## src/rtl/simple_cpu_pkg.sv

```systemverilog
// ============================================================================
// Module   : simple_cpu_pkg
// Brief    : Shared SimpleCPU opcodes, instruction width and fetch states.
// Revision : 1.0
// ============================================================================
`default_nettype none

package simple_cpu_pkg;

    localparam int INSTR_W = 8;

    localparam logic [3:0] OP_ADD  = 4'h0;
    localparam logic [3:0] OP_SUB  = 4'h1;
    localparam logic [3:0] OP_HALT = 4'hF;

    typedef enum logic [1:0] {
        ST_IDLE   = 2'd0,
        ST_FETCH  = 2'd1,
        ST_HALTED = 2'd2
    } fetch_state_e;

    function automatic logic is_halt(input logic [INSTR_W-1:0] instr);
        return instr[INSTR_W-1 -: 4] == OP_HALT;
    endfunction

endpackage

`default_nettype wire

```

## src/rtl/fetch_fifo.sv

```systemverilog
// ============================================================================
// Module   : fetch_fifo
// Brief    : Small prefetch FIFO with synchronous clear and a registered head.
// Revision : 1.0
// ============================================================================
`default_nettype none

module fetch_fifo
    import simple_cpu_pkg::*;
#(
    parameter int DEPTH  = 4,
    parameter int DATA_W = INSTR_W
) (
    input  logic                     clk,
    input  logic                     reset_n,
    input  logic                     clear_i,
    input  logic                     push_i,
    input  logic [DATA_W-1:0]        push_data_i,
    input  logic                     pop_i,
    output logic [$clog2(DEPTH):0]   count_o,
    output logic [DATA_W-1:0]        head_o
);

    localparam int               PTR_W    = $clog2(DEPTH);
    localparam logic [PTR_W:0]   FULL_CNT = (PTR_W + 1)'(DEPTH);

    logic [DATA_W-1:0] mem_q [DEPTH];
    logic [PTR_W-1:0]  rd_ptr_q, rd_ptr_d;
    logic [PTR_W-1:0]  wr_ptr_q, wr_ptr_d;
    logic [PTR_W:0]    count_q, count_d;
    logic [DATA_W-1:0] head_q, head_d;
    logic              do_push;
    logic              do_pop;

    assign do_push = push_i && !clear_i && (count_q != FULL_CNT);
    assign do_pop  = pop_i  && !clear_i && (count_q != '0);

    always_comb begin
        rd_ptr_d = rd_ptr_q;
        wr_ptr_d = wr_ptr_q;
        count_d  = count_q;
        head_d   = head_q;
        if (clear_i) begin
            rd_ptr_d = '0;
            wr_ptr_d = '0;
            count_d  = '0;
            head_d   = '0;
        end else begin
            if (do_push) begin
                wr_ptr_d = wr_ptr_q + 1'b1;
            end
            if (do_pop) begin
                rd_ptr_d = rd_ptr_q + 1'b1;
            end
            count_d = count_q + {{PTR_W{1'b0}}, do_push} - {{PTR_W{1'b0}}, do_pop};
            // Head is the entry being pushed only when nothing older survives this cycle
            if (count_d == '0) begin
                head_d = '0;
            end else if (count_q == {{PTR_W{1'b0}}, do_pop}) begin
                head_d = push_data_i;
            end else begin
                head_d = mem_q[rd_ptr_d];
            end
        end
    end

    always_ff @(posedge clk) begin
        if (do_push) begin
            mem_q[wr_ptr_q] <= push_data_i;
        end
    end

    always_ff @(posedge clk or negedge reset_n) begin
        if (!reset_n) begin
            rd_ptr_q <= '0;
            wr_ptr_q <= '0;
            count_q  <= '0;
            head_q   <= '0;
        end else begin
            rd_ptr_q <= rd_ptr_d;
            wr_ptr_q <= wr_ptr_d;
            count_q  <= count_d;
            head_q   <= head_d;
        end
    end

    assign count_o = count_q;
    assign head_o  = head_q;

endmodule

`default_nettype wire

```

## src/rtl/instr_fetch_unit.sv

```systemverilog
// ============================================================================
// Module   : instr_fetch_unit
// Brief    : SimpleCPU fetch stage: PC, single-outstanding memory reads,
//            prefetch buffering, HALT stop and flush redirect.
// Revision : 1.0
// ============================================================================
`default_nettype none

module instr_fetch_unit
    import simple_cpu_pkg::*;
#(
    parameter int                ADDR_W   = 8,
    parameter int                DATA_W   = INSTR_W,
    parameter int                DEPTH    = 4,
    parameter logic [ADDR_W-1:0] RESET_PC = '0
) (
    input  logic              clk,
    input  logic              reset_n,
    input  logic              run,
    input  logic              flush,
    input  logic [ADDR_W-1:0] flush_addr,
    output logic              mem_req,
    output logic [ADDR_W-1:0] mem_addr,
    input  logic              mem_rvalid,
    input  logic [DATA_W-1:0] mem_rdata,
    output logic              out_valid,
    output logic [DATA_W-1:0] out_instr,
    input  logic              out_ready,
    output logic              halted
);

    localparam int               CNT_W   = $clog2(DEPTH) + 1;
    localparam logic [CNT_W-1:0] DEPTH_C = CNT_W'(DEPTH);

    fetch_state_e      state_q, state_d;
    logic [ADDR_W-1:0] pc_q, pc_d;
    logic              inflight_q, inflight_d;
    logic              drop_q, drop_d;

    logic [CNT_W-1:0]  fifo_count;
    logic [DATA_W-1:0] fifo_head;
    logic              resp_accept;
    logic              push;
    logic              pop;
    logic              has_space;
    logic              issue;

    // Responses arriving with nothing outstanding (e.g. after a reset) are ignored
    assign resp_accept = mem_rvalid && inflight_q;
    assign push        = resp_accept && !drop_q && !flush;
    assign pop         = out_valid && out_ready && !flush;
    assign has_space   = (fifo_count + CNT_W'(inflight_q)) < DEPTH_C;
    assign issue       = (state_q == ST_FETCH) && run && !inflight_q && !drop_q
                         && !flush && has_space;

    always_comb begin
        state_d    = state_q;
        pc_d       = pc_q;
        inflight_d = inflight_q;
        drop_d     = drop_q;

        if (issue) begin
            inflight_d = 1'b1;
            pc_d       = pc_q + 1'b1;
        end
        if (resp_accept) begin
            inflight_d = 1'b0;
            drop_d     = 1'b0;
        end

        case (state_q)
            ST_IDLE:   if (run)  state_d = ST_FETCH;
            ST_FETCH:  if (!run) state_d = ST_IDLE;
            ST_HALTED: state_d = ST_HALTED;
            default:   state_d = ST_IDLE;
        endcase

        if (push && is_halt(mem_rdata)) begin
            state_d = ST_HALTED;
        end

        // An in-flight read not returning this cycle must be discarded when it does
        if (flush) begin
            pc_d    = flush_addr;
            drop_d  = inflight_q && !mem_rvalid;
            state_d = run ? ST_FETCH : ST_IDLE;
        end
    end

    always_ff @(posedge clk or negedge reset_n) begin
        if (!reset_n) begin
            state_q    <= ST_IDLE;
            pc_q       <= RESET_PC;
            inflight_q <= 1'b0;
            drop_q     <= 1'b0;
        end else begin
            state_q    <= state_d;
            pc_q       <= pc_d;
            inflight_q <= inflight_d;
            drop_q     <= drop_d;
        end
    end

    fetch_fifo #(
        .DEPTH  (DEPTH),
        .DATA_W (DATA_W)
    ) u_fifo (
        .clk         (clk),
        .reset_n     (reset_n),
        .clear_i     (flush),
        .push_i      (push),
        .push_data_i (mem_rdata),
        .pop_i       (pop),
        .count_o     (fifo_count),
        .head_o      (fifo_head)
    );

    assign mem_req   = issue;
    assign mem_addr  = issue ? pc_q : '0;
    assign out_valid = (fifo_count != '0);
    assign out_instr = fifo_head;
    assign halted    = (state_q == ST_HALTED);

endmodule

`default_nettype wire

```

## config.mk

```make
export PLATFORM = sky130hd
export DESIGN_NAME = instr_fetch_unit
export DESIGN_NICKNAME = d
export VERILOG_FILES = /design/src/rtl/simple_cpu_pkg.sv /design/src/rtl/fetch_fifo.sv /design/src/rtl/instr_fetch_unit.sv
export SDC_FILE = /design/constraint.sdc
export NUM_CORES = 1
export LEC_CHECK = 0
export BUFFER_PORTS_ARGS = -buffer_cell sky130_fd_sc_hd__buf_2
export CAP_MARGIN = 20
export CORE_AREA = 3 3 81 83
export CTS_BUF_LIST = sky130_fd_sc_hd__clkbuf_8 sky130_fd_sc_hd__clkbuf_16
export CTS_CLUSTER_DIAMETER = 100
export DETAILED_ROUTE_END_ITERATION = 10
export DIE_AREA = 0 0 84 86
export GPL_TIMING_DRIVEN = 0
export PLACE_DENSITY = 0.71
export SLEW_MARGIN = 20
export SYNTH_ARGS = -nofsm -noshare
export SYNTH_HDL_FRONTEND = slang
export SYNTH_SLANG_ARGS = --single-unit
```

## constraint.sdc

```tcl
create_clock -name clk -period 5.5 [get_ports clk]
set_clock_uncertainty 0.05 [all_clocks]
set_input_delay 0.825 -clock clk [delete_from_list [all_inputs] [get_ports clk]]
set_output_delay 0.825 -clock clk [all_outputs]
set_load 0.02 [all_outputs]
```

==> results of run 1 <==
[through the flow]
stage          power (mW)   util  instances  cell area [um^2]  worst slack (ns)
2_1_floorplan       0.826      -        261              3030              1.83
3_3_place_gp        0.938  0.560        375              3320              1.22
3_5_place_dp        0.943  0.560        375              3320              1.23
4_1_cts              1.26  0.587        391              3470              1.57
5_1_grt              1.32  0.587        391              3470              1.35
6_report             1.25  0.587        391              3470              1.51
[state kept, by name, summed over array words and instances, names as in the netlist]
name and flops:
drop_q 1, inflight_q 1, pc_q 8, state_q 2
u_fifo.count_o 3, u_fifo.head_o 8, u_fifo.mem_q 32, u_fifo.rd_ptr_q 2
u_fifo.wr_ptr_q 2
[layer usage]
metal  part of all wire  routed length (um)  up-vias  track usage
li1                   -                   -     1107            -
met1               0.48                3200     1094        0.274
met2               0.45                3030       61        0.291
met3              0.057                 382        7       0.0403
met4              0.011                  71        0        0.102
met5                  0                   0        -            0
[worst register-to-register path: stages (launching register included)]
cell and delay, ns:
sky130_fd_sc_hd__dfrtp_1 0.46, sky130_fd_sc_hd__nor3_2 0.54, sky130_fd_sc_hd__nor2_1 0.25, sky130_fd_sc_hd__buf_2 0.26
sky130_fd_sc_hd__ha_1 0.36, sky130_fd_sc_hd__inv_1 0.08, sky130_fd_sc_hd__ha_1 0.14, sky130_fd_sc_hd__inv_1 0.05
sky130_fd_sc_hd__fa_1 0.37, sky130_fd_sc_hd__xnor3_2 0.28, sky130_fd_sc_hd__a221oi_4 0.46, sky130_fd_sc_hd__o311ai_1 0.20
sky130_fd_sc_hd__o31ai_2 0.28
[layout make-up]
type,count,area share
clock inverter,7,0.00901
buffer,15,0.0180
clock buffer,9,0.0357
tap,75,0.0270
multi-input combinational,177,0.372
inverter,10,0.0108
sequential,59,0.471
timing repair buffer,39,0.0562
[worst paths after layout]
kind                                              from                    endpoint  cells past startpoint
max                                              flush  u_fifo.head_o[1]$_DFF_PN0_                     13
min in group clk                   pc_q[7]$_DFFE_PN0P_         pc_q[7]$_DFFE_PN0P_                      1
min                                            reset_n  u_fifo.head_o[2]$_DFF_PN0_                      1
max reg2reg                u_fifo.count_o[1]$_DFF_PN0_  u_fifo.head_o[1]$_DFF_PN0_                     12
min reg2reg                        pc_q[7]$_DFFE_PN0P_         pc_q[7]$_DFFE_PN0P_                      1
max in group asynchronous                      reset_n         pc_q[6]$_DFFE_PN0P_                      1
[power breakdown]
group | total [mW] | internal (mW) | switching, mW
Combinational | 0.395 | 0.139 | 0.256
Clock | 0.318 | 0.155 | 0.163
Sequential | 0.541 | 0.511 | 0.0294
[cell families (layout without fill, tap and decap cells)]
family | after synthesis | after routing | synth area share
compound gates | 57 | 57 | 0.152
xor+xnor | 4 | 4 | 0.0165
fa+ha+maj | 8 | 8 | 0.0355
buf+inv | 25 | 80 | 0.0330
flops | 59 | 59 | 0.540
mux | 8 | 8 | 0.0264
simple gates | 100 | 100 | 0.196
[layout by cell type (no fill, tap or decap), types with 4 or more instances in the layout]
| cell | netlist | routed |
|---|---|---|
| sky130_fd_sc_hd__buf_2 | 5 | 44 |
| sky130_fd_sc_hd__edfxtp_1 | 32 | 32 |
| sky130_fd_sc_hd__dfrtp_1 | 27 | 27 |
| sky130_fd_sc_hd__nand2_1 | 23 | 23 |
| sky130_fd_sc_hd__or4_1 | 16 | 16 |
| sky130_fd_sc_hd__o21ai_0 | 12 | 12 |
| sky130_fd_sc_hd__and2_1 | 12 | 12 |
| sky130_fd_sc_hd__inv_1 | 8 | 11 |
| sky130_fd_sc_hd__nor2_1 | 10 | 10 |
| sky130_fd_sc_hd__clkbuf_1 | 9 | 9 |
| sky130_fd_sc_hd__clkbuf_8 | 0 | 9 |
| sky130_fd_sc_hd__mux2i_1 | 8 | 8 |
| sky130_fd_sc_hd__nand4b_1 | 8 | 8 |
| sky130_fd_sc_hd__o311ai_1 | 8 | 8 |
| sky130_fd_sc_hd__o31ai_1 | 8 | 8 |
| sky130_fd_sc_hd__o31ai_2 | 7 | 7 |
| sky130_fd_sc_hd__ha_1 | 7 | 7 |
| sky130_fd_sc_hd__nor3_1 | 5 | 5 |
| sky130_fd_sc_hd__nor2b_1 | 5 | 5 |
| sky130_fd_sc_hd__a221o_1 | 5 | 5 |
| sky130_fd_sc_hd__nand2b_1 | 4 | 4 |
| sky130_fd_sc_hd__nand4_1 | 4 | 4 |
| sky130_fd_sc_hd__a21oi_1 | 4 | 4 |
| sky130_fd_sc_hd__nand3_1 | 4 | 4 |
| sky130_fd_sc_hd__a21o_1 | 4 | 4 |
| sky130_fd_sc_hd__clkinv_2 | 0 | 4 |
==> impl_summary.log, run 1 <==
[metrics] Critical Path Slowest Stage Cell: sky130_fd_sc_hd__a221oi_4
[metrics] Die Span X: ~84 um
[metrics] arrival time of the worst setup path: between 4 and 5 ns
[metrics] count of vias placed by the detailed router: about 2,300
[metrics] pin count of the biggest net entering global routing: 28
[metrics] TritonCTS Buffers: 9
[metrics] fraction of the cycle the final worst path needs: 0.726
[metrics] final-report setup violation count: 0
[metrics] cts repair resizes: 0
[metrics] number of warning messages in the yosys log: 0
[metrics] Die Outline Area: around 7200 um^2
[metrics] hpwl dp: 4.69 mm
[metrics] Initial DRT Pass Iterations: 4
[metrics] buffers inserted during post-CTS setup optimization: 0
[metrics] maximum level of the CTS H-tree: 3
[metrics] post-route worst hold slack: ~0.46 ns
[metrics] antenna cell count: 0
[metrics] cell family contributing the most delay on the critical path: compound AO/OA/AOI/OAI gates
[metrics] commonest cells in the netlist: 32 x sky130_fd_sc_hd__edfxtp_1, 27 x sky130_fd_sc_hd__dfrtp_1, 23 x sky130_fd_sc_hd__nand2_1, 16 x sky130_fd_sc_hd__or4_1
[metrics] most repeated cell in the gate-level netlist after synthesis: sky130_fd_sc_hd__edfxtp_1
[metrics] endpoint kind of the worst setup timing path: register
[metrics] number of synthesized register bits: a little under 60
[metrics] number of buffer cells added on primary ports: 39
[metrics] max-cap violation count: 0
[metrics] number of remaining DRC errors: 0
[metrics] cell-by-cell trace of the critical path: buf_2 > nand2b_1 > nor2_1 > buf_2 > ha_1 > inv_1 > ha_1 > inv_1 > fa_1 > xnor3_2 > a221oi_4 > o311ai_1 > o31ai_2
[metrics] worst slew margin relative to its limit: 0.517
[metrics] worst-case clock buffer depth: 2
[metrics] reg2reg setup slack: 1.62 ns
[metrics] routed len/inst: 17.1 um
[metrics] average cell area after synthesis: 11.6 um^2
[metrics] share of the yosys chip area belonging to registers: 0.540
[metrics] CTS tree: done
[metrics] proportion of layout cells with a drive suffix above 1: 0.225
[metrics] class of the most critical hold timing path: in -> async
[metrics] post-synthesis to final-layout area growth: 14.7%
[metrics] overall die height: 86 um
[metrics] share of Yosys cell area claimed by the top area cell type: 0.317
[metrics] final global-route overflow total: 0
[metrics] Setup TNS Final: 0 ns
[metrics] final count of pins violating max slew: 0
[metrics] leakage power figure: 1.39 nW
[metrics] biggest cell delay along the critical path: 0.46 ns
[metrics] root buffer selected by CTS: sky130_fd_sc_hd__clkbuf_8
[metrics] Main synth FF type: sky130_fd_sc_hd__edfxtp_1
[metrics] required time of the critical path: 5.68 ns
[metrics] ranking of synthesized cells by area: sky130_fd_sc_hd__edfxtp_1 32%, sky130_fd_sc_hd__dfrtp_1 22%, sky130_fd_sc_hd__or4_1 4.0%
[metrics] highest net fanout along the worst path: 10
[metrics] fill count: 507
[metrics] total wire length after detailed routing: 6.69 mm
[metrics] Fmax achieved: 0.250 GHz
[metrics] Rows: 28
[metrics] buffering stage count on the worst path with inverters included: 4
[metrics] clock latency of the later-clocked register in the worst-skew pair: 0.34 ns
[metrics] number of antenna violations at the first check in global routing: 0
[metrics] count of distinct cell types in the synthesized netlist: 45
[metrics] all-layer global routing usage: 0.196
[metrics] Vias per Instance: 5.80
[metrics] setup repair after global routing missed its margin: no
[metrics] number of global-route vias before repair: 2,213
[metrics] largest voltage drop on the vdd net: between 150 and 200 uV
[metrics] FFs w/ async S/R, synth: 0.458
[metrics] nets: 341
[metrics] Antenna Nets Post-Route: 0
[metrics] post-layout min period: 3.99 ns
[metrics] kind of critical path: in -> reg
[metrics] slew at the pin closest to its max-slew limit: ~0.72 ns
[metrics] Num Clock Sinks: 59
[metrics] status: completed
[metrics] number of hold buffers added after cts: 0
[metrics] area of the mapped netlist: 3030 um^2
[metrics] Multi-input gate area: approximately 1300 um^2
[metrics] syn nets: 291
[metrics] final estimated routing congestion in global placement: 0.805
[metrics] library cell with the largest summed area after synthesis: sky130_fd_sc_hd__edfxtp_1
[metrics] type of element launching the critical path: input pin
[metrics] Floorplan Core Area: 5920 um^2
[metrics] Starting Density: 0.512
[metrics] number of flops mapped to enable cells by yosys: 32
[metrics] Final Hold Violating Endpoints: 0
[metrics] power per cell area: 361 nW/um^2
[metrics] drt first-iter violations: between 100 and 150
[metrics] clock slew at the register clock pins of the worst setup and hold paths: about 0.060 ns
[metrics] first-pass GRT wire length: 10.9 mm
[metrics] Reg area: 1640 um^2
[metrics] number of placed I/O pins: 41
[metrics] synthesized instance count: between 200 and 300
No activity file was read; power rests on OpenSTA's default activity.
==> inputs of run 2 (changes only) <==
==> constraint.sdc (replaced) <==
create_clock -name clk -period 3.7 [get_ports clk]
set_clock_uncertainty 0.05 [all_clocks]
set_input_delay 0.555 -clock clk [delete_from_list [all_inputs] [get_ports clk]]
set_output_delay 0.555 -clock clk [all_outputs]
set_load 0.02 [all_outputs]
==> run 2 against run 1 <==
Compared with the run above: power up 51%; non-clock buffer count up 2; global-route usage about the same; register-to-register slack worse by 1.4 ns; first-iteration DRC count down 2.8%; utilization up 0.49 points; worst setup slack worse by 1.3 ns; die area unchanged; cell count up 0.51%; critical endpoint unchanged; largest power group unchanged.
==> impl_summary.log, run 2 (synthesis gave the netlist of run 1 again) <==
[metrics] clock slew at the register clock pins of the worst setup and hold paths: ~0.06 ns
[metrics] antenna cell count: 0
[metrics] Antenna Nets Post-Route: 0
[metrics] max-cap violation count: 0
[metrics] Num Clock Sinks: just under 60
[metrics] endpoint kind of the worst setup timing path: register
[metrics] all-layer global routing usage: 0.196
[metrics] register name with the most flops: u_fifo.mem_q
[metrics] overall die height: 86 um
[metrics] commonest cells after routing, fill and taps aside: 44 x sky130_fd_sc_hd__buf_2, 32 x sky130_fd_sc_hd__edfxtp_1, 27 x sky130_fd_sc_hd__dfrtp_1
[metrics] post-layout min period: approximately 3.5 ns
[metrics] largest voltage drop on the vdd net: 263 uV
[metrics] max FFs per register: 32
[metrics] fill count: between 500 and 600
[metrics] TritonCTS Buffers: 9
[metrics] first-pass GRT wire length: between 10 and 15 mm
[metrics] number of antenna violations at the first check in global routing: 0
[metrics] Initial DRT Pass Iterations: 4
[metrics] number of hold buffers added after cts: 0
[metrics] number of buffer cells added on primary ports: 39
[metrics] final estimated routing congestion in global placement: 0.805
[metrics] highest net fanout along the worst path: 10
[metrics] Multi-input gate area: between 1000 and 1500 um^2
[metrics] number of placed I/O pins: 41
[metrics] cell area after placement: 3320 um^2
[metrics] number of global-route vias before repair: 2,213
[metrics] Die Span X: 84 um
[metrics] status: completed
[metrics] cell count after placement: 375
[metrics] total wire length after detailed routing: 6.69 mm
[metrics] Starting Density: 0.512
[metrics] dpl ws: -0.304 ns
[metrics] Floorplan Core Area: 5920 um^2
[metrics] setup repair after global routing missed its margin: no
[metrics] final global-route overflow total: 0
[metrics] Critical Path Slowest Stage Cell: sky130_fd_sc_hd__a221oi_4
[metrics] count of vias placed by the detailed router: 2,290
[metrics] final instance area: 3500 um^2
[metrics] kind of critical path: in -> reg
[metrics] Fmax achieved: roughly 0.29 GHz
[metrics] final count of pins violating max slew: 0
[metrics] number of cells in the finished layout apart from fillers: 393
[metrics] worst slew margin relative to its limit: 0.517
[metrics] nets: 343
[metrics] Setup TNS Final: 0 ns
[metrics] Final Hold Violating Endpoints: 0
[metrics] maximum level of the CTS H-tree: 3
[metrics] leakage power figure: between 1 and 1.5 nW
[metrics] final-report setup violation count: 0
[metrics] Vias per Instance: 5.83
[metrics] worst-case reg-to-reg path depth: 12
[metrics] pin count of the biggest net entering global routing: 28
[metrics] post-route core utilization: 0.592
[metrics] worst reg2reg path endpoint: u_fifo.head_o[1]$_DFF_PN0_
[metrics] required time of the critical path: 3.88 ns
[metrics] hpwl dp: between 4 and 5 mm
[metrics] root buffer selected by CTS: sky130_fd_sc_hd__clkbuf_8
[metrics] number of remaining DRC errors: 0
[metrics] fraction of the cycle the final worst path needs: 0.939
[metrics] reg2reg setup slack: 0.27 ns
[metrics] power per cell area: 541 nW/um^2
[metrics] leading cell type in the layout, fill and taps excluded: sky130_fd_sc_hd__buf_2
[metrics] Die Outline Area: 7220 um^2
[metrics] clock latency of the later-clocked register in the worst-skew pair: 0.33 ns
[metrics] cell-by-cell trace of the critical path: buf_2 > nand2b_1 > nor2_4 > buf_2 > ha_1 > inv_1 > ha_1 > inv_1 > fa_1 > xnor3_2 > a221oi_4 > o311ai_1 > o31ai_2
[metrics] proportion of layout cells with a drive suffix above 1: 0.233
[metrics] drt first-iter violations: 137
[metrics] slew at the pin closest to its max-slew limit: between 0.7 and 0.8 ns
[metrics] type of element launching the critical path: input pin
[metrics] setup slack after layout: 0.224 ns
[metrics] Rows: 28
[metrics] worst-case clock buffer depth: 2
[metrics] routed len/inst: approximately 17 um
[metrics] post-synthesis to final-layout area growth: 15.6%
[metrics] arrival time of the worst setup path: about 3.7 ns
[metrics] Reg area: 1640 um^2
[metrics] class of the most critical hold timing path: in -> async
[metrics] biggest cell delay along the critical path: 0.45 ns
[metrics] post-route worst hold slack: 0.188 ns
[metrics] total power draw: 1.90 mW
[metrics] origin of the critical flop-to-flop path: u_fifo.count_o[2]$_DFF_PN0_
[metrics] CTS tree: done
-- run 2: cell types whose count changed in the layout (fill, tap and decap cells not counted) --
cell / delta
sky130_fd_sc_hd__nor3_4: +1
sky130_fd_sc_hd__nor3_2: -1
sky130_fd_sc_hd__nor2_4: +1
sky130_fd_sc_hd__nor2_1: -1
sky130_fd_sc_hd__buf_4: +2
-- run 2: layout make-up --
type,count,share of cell area
Buffer,15,0.0179
Clock buffer,9,0.0354
Clock inverter,7,0.00893
Inverter,10,0.0107
Multi-Input combinational cell,177,0.373
Sequential cell,59,0.467
Tap cell,75,0.0268
Timing Repair Buffer,41,0.0600
-- run 2: power breakdown --
| part | total, mW | internal, mW | switching, mW |
|---|---|---|---|
| Sequential | 0.807 | 0.760 | 0.0466 |
| Combinational | 0.618 | 0.231 | 0.387 |
| Clock | 0.471 | 0.230 | 0.241 |
-- run 2: repair_timing --
action	CTS	global route
setup endpoints to repair	8	8
gates resized for setup	1	2
pin swaps	0	1
setup buffers	0	2
-- run 2: critical path: cells and delay by family --
family | cells | cell delay [ns]
XOR/XNOR | 1 | 0.28
adder cells (fa/ha/maj) | 3 | 0.83
AND/OR/NAND/NOR | 2 | 0.54
AO/OA/AOI/OAI | 3 | 0.90
buffers and inverters | 4 | 0.55
-- run 2: how the worst max path moves through the flow --
stage | slack, ns | from | depth (start not counted) | end
2_1_floorplan | 0.30 | flush | 13 | u_fifo.head_o[0]$_DFF_PN0_
3_3_place_gp | -0.31 | flush | 13 | u_fifo.head_o[0]$_DFF_PN0_
3_5_place_dp | -0.30 | flush | 13 | u_fifo.head_o[1]$_DFF_PN0_
4_1_cts | 0.04 | u_fifo.count_o[1]$_DFF_PN0_ | 12 | u_fifo.head_o[1]$_DFF_PN0_
5_1_grt | 0.009 | flush | 13 | u_fifo.head_o[1]$_DFF_PN0_
6_report | 0.22 | flush | 13 | u_fifo.head_o[1]$_DFF_PN0_
-- run 2: per-layer routing --
metal  track usage  wire length [um]  up-vias
met5             0                 0        -
li1              -                 -     1109
met3        0.0403               427        9
met4         0.102                98        0
met1         0.274              3140     1097
met2         0.291              3020       75
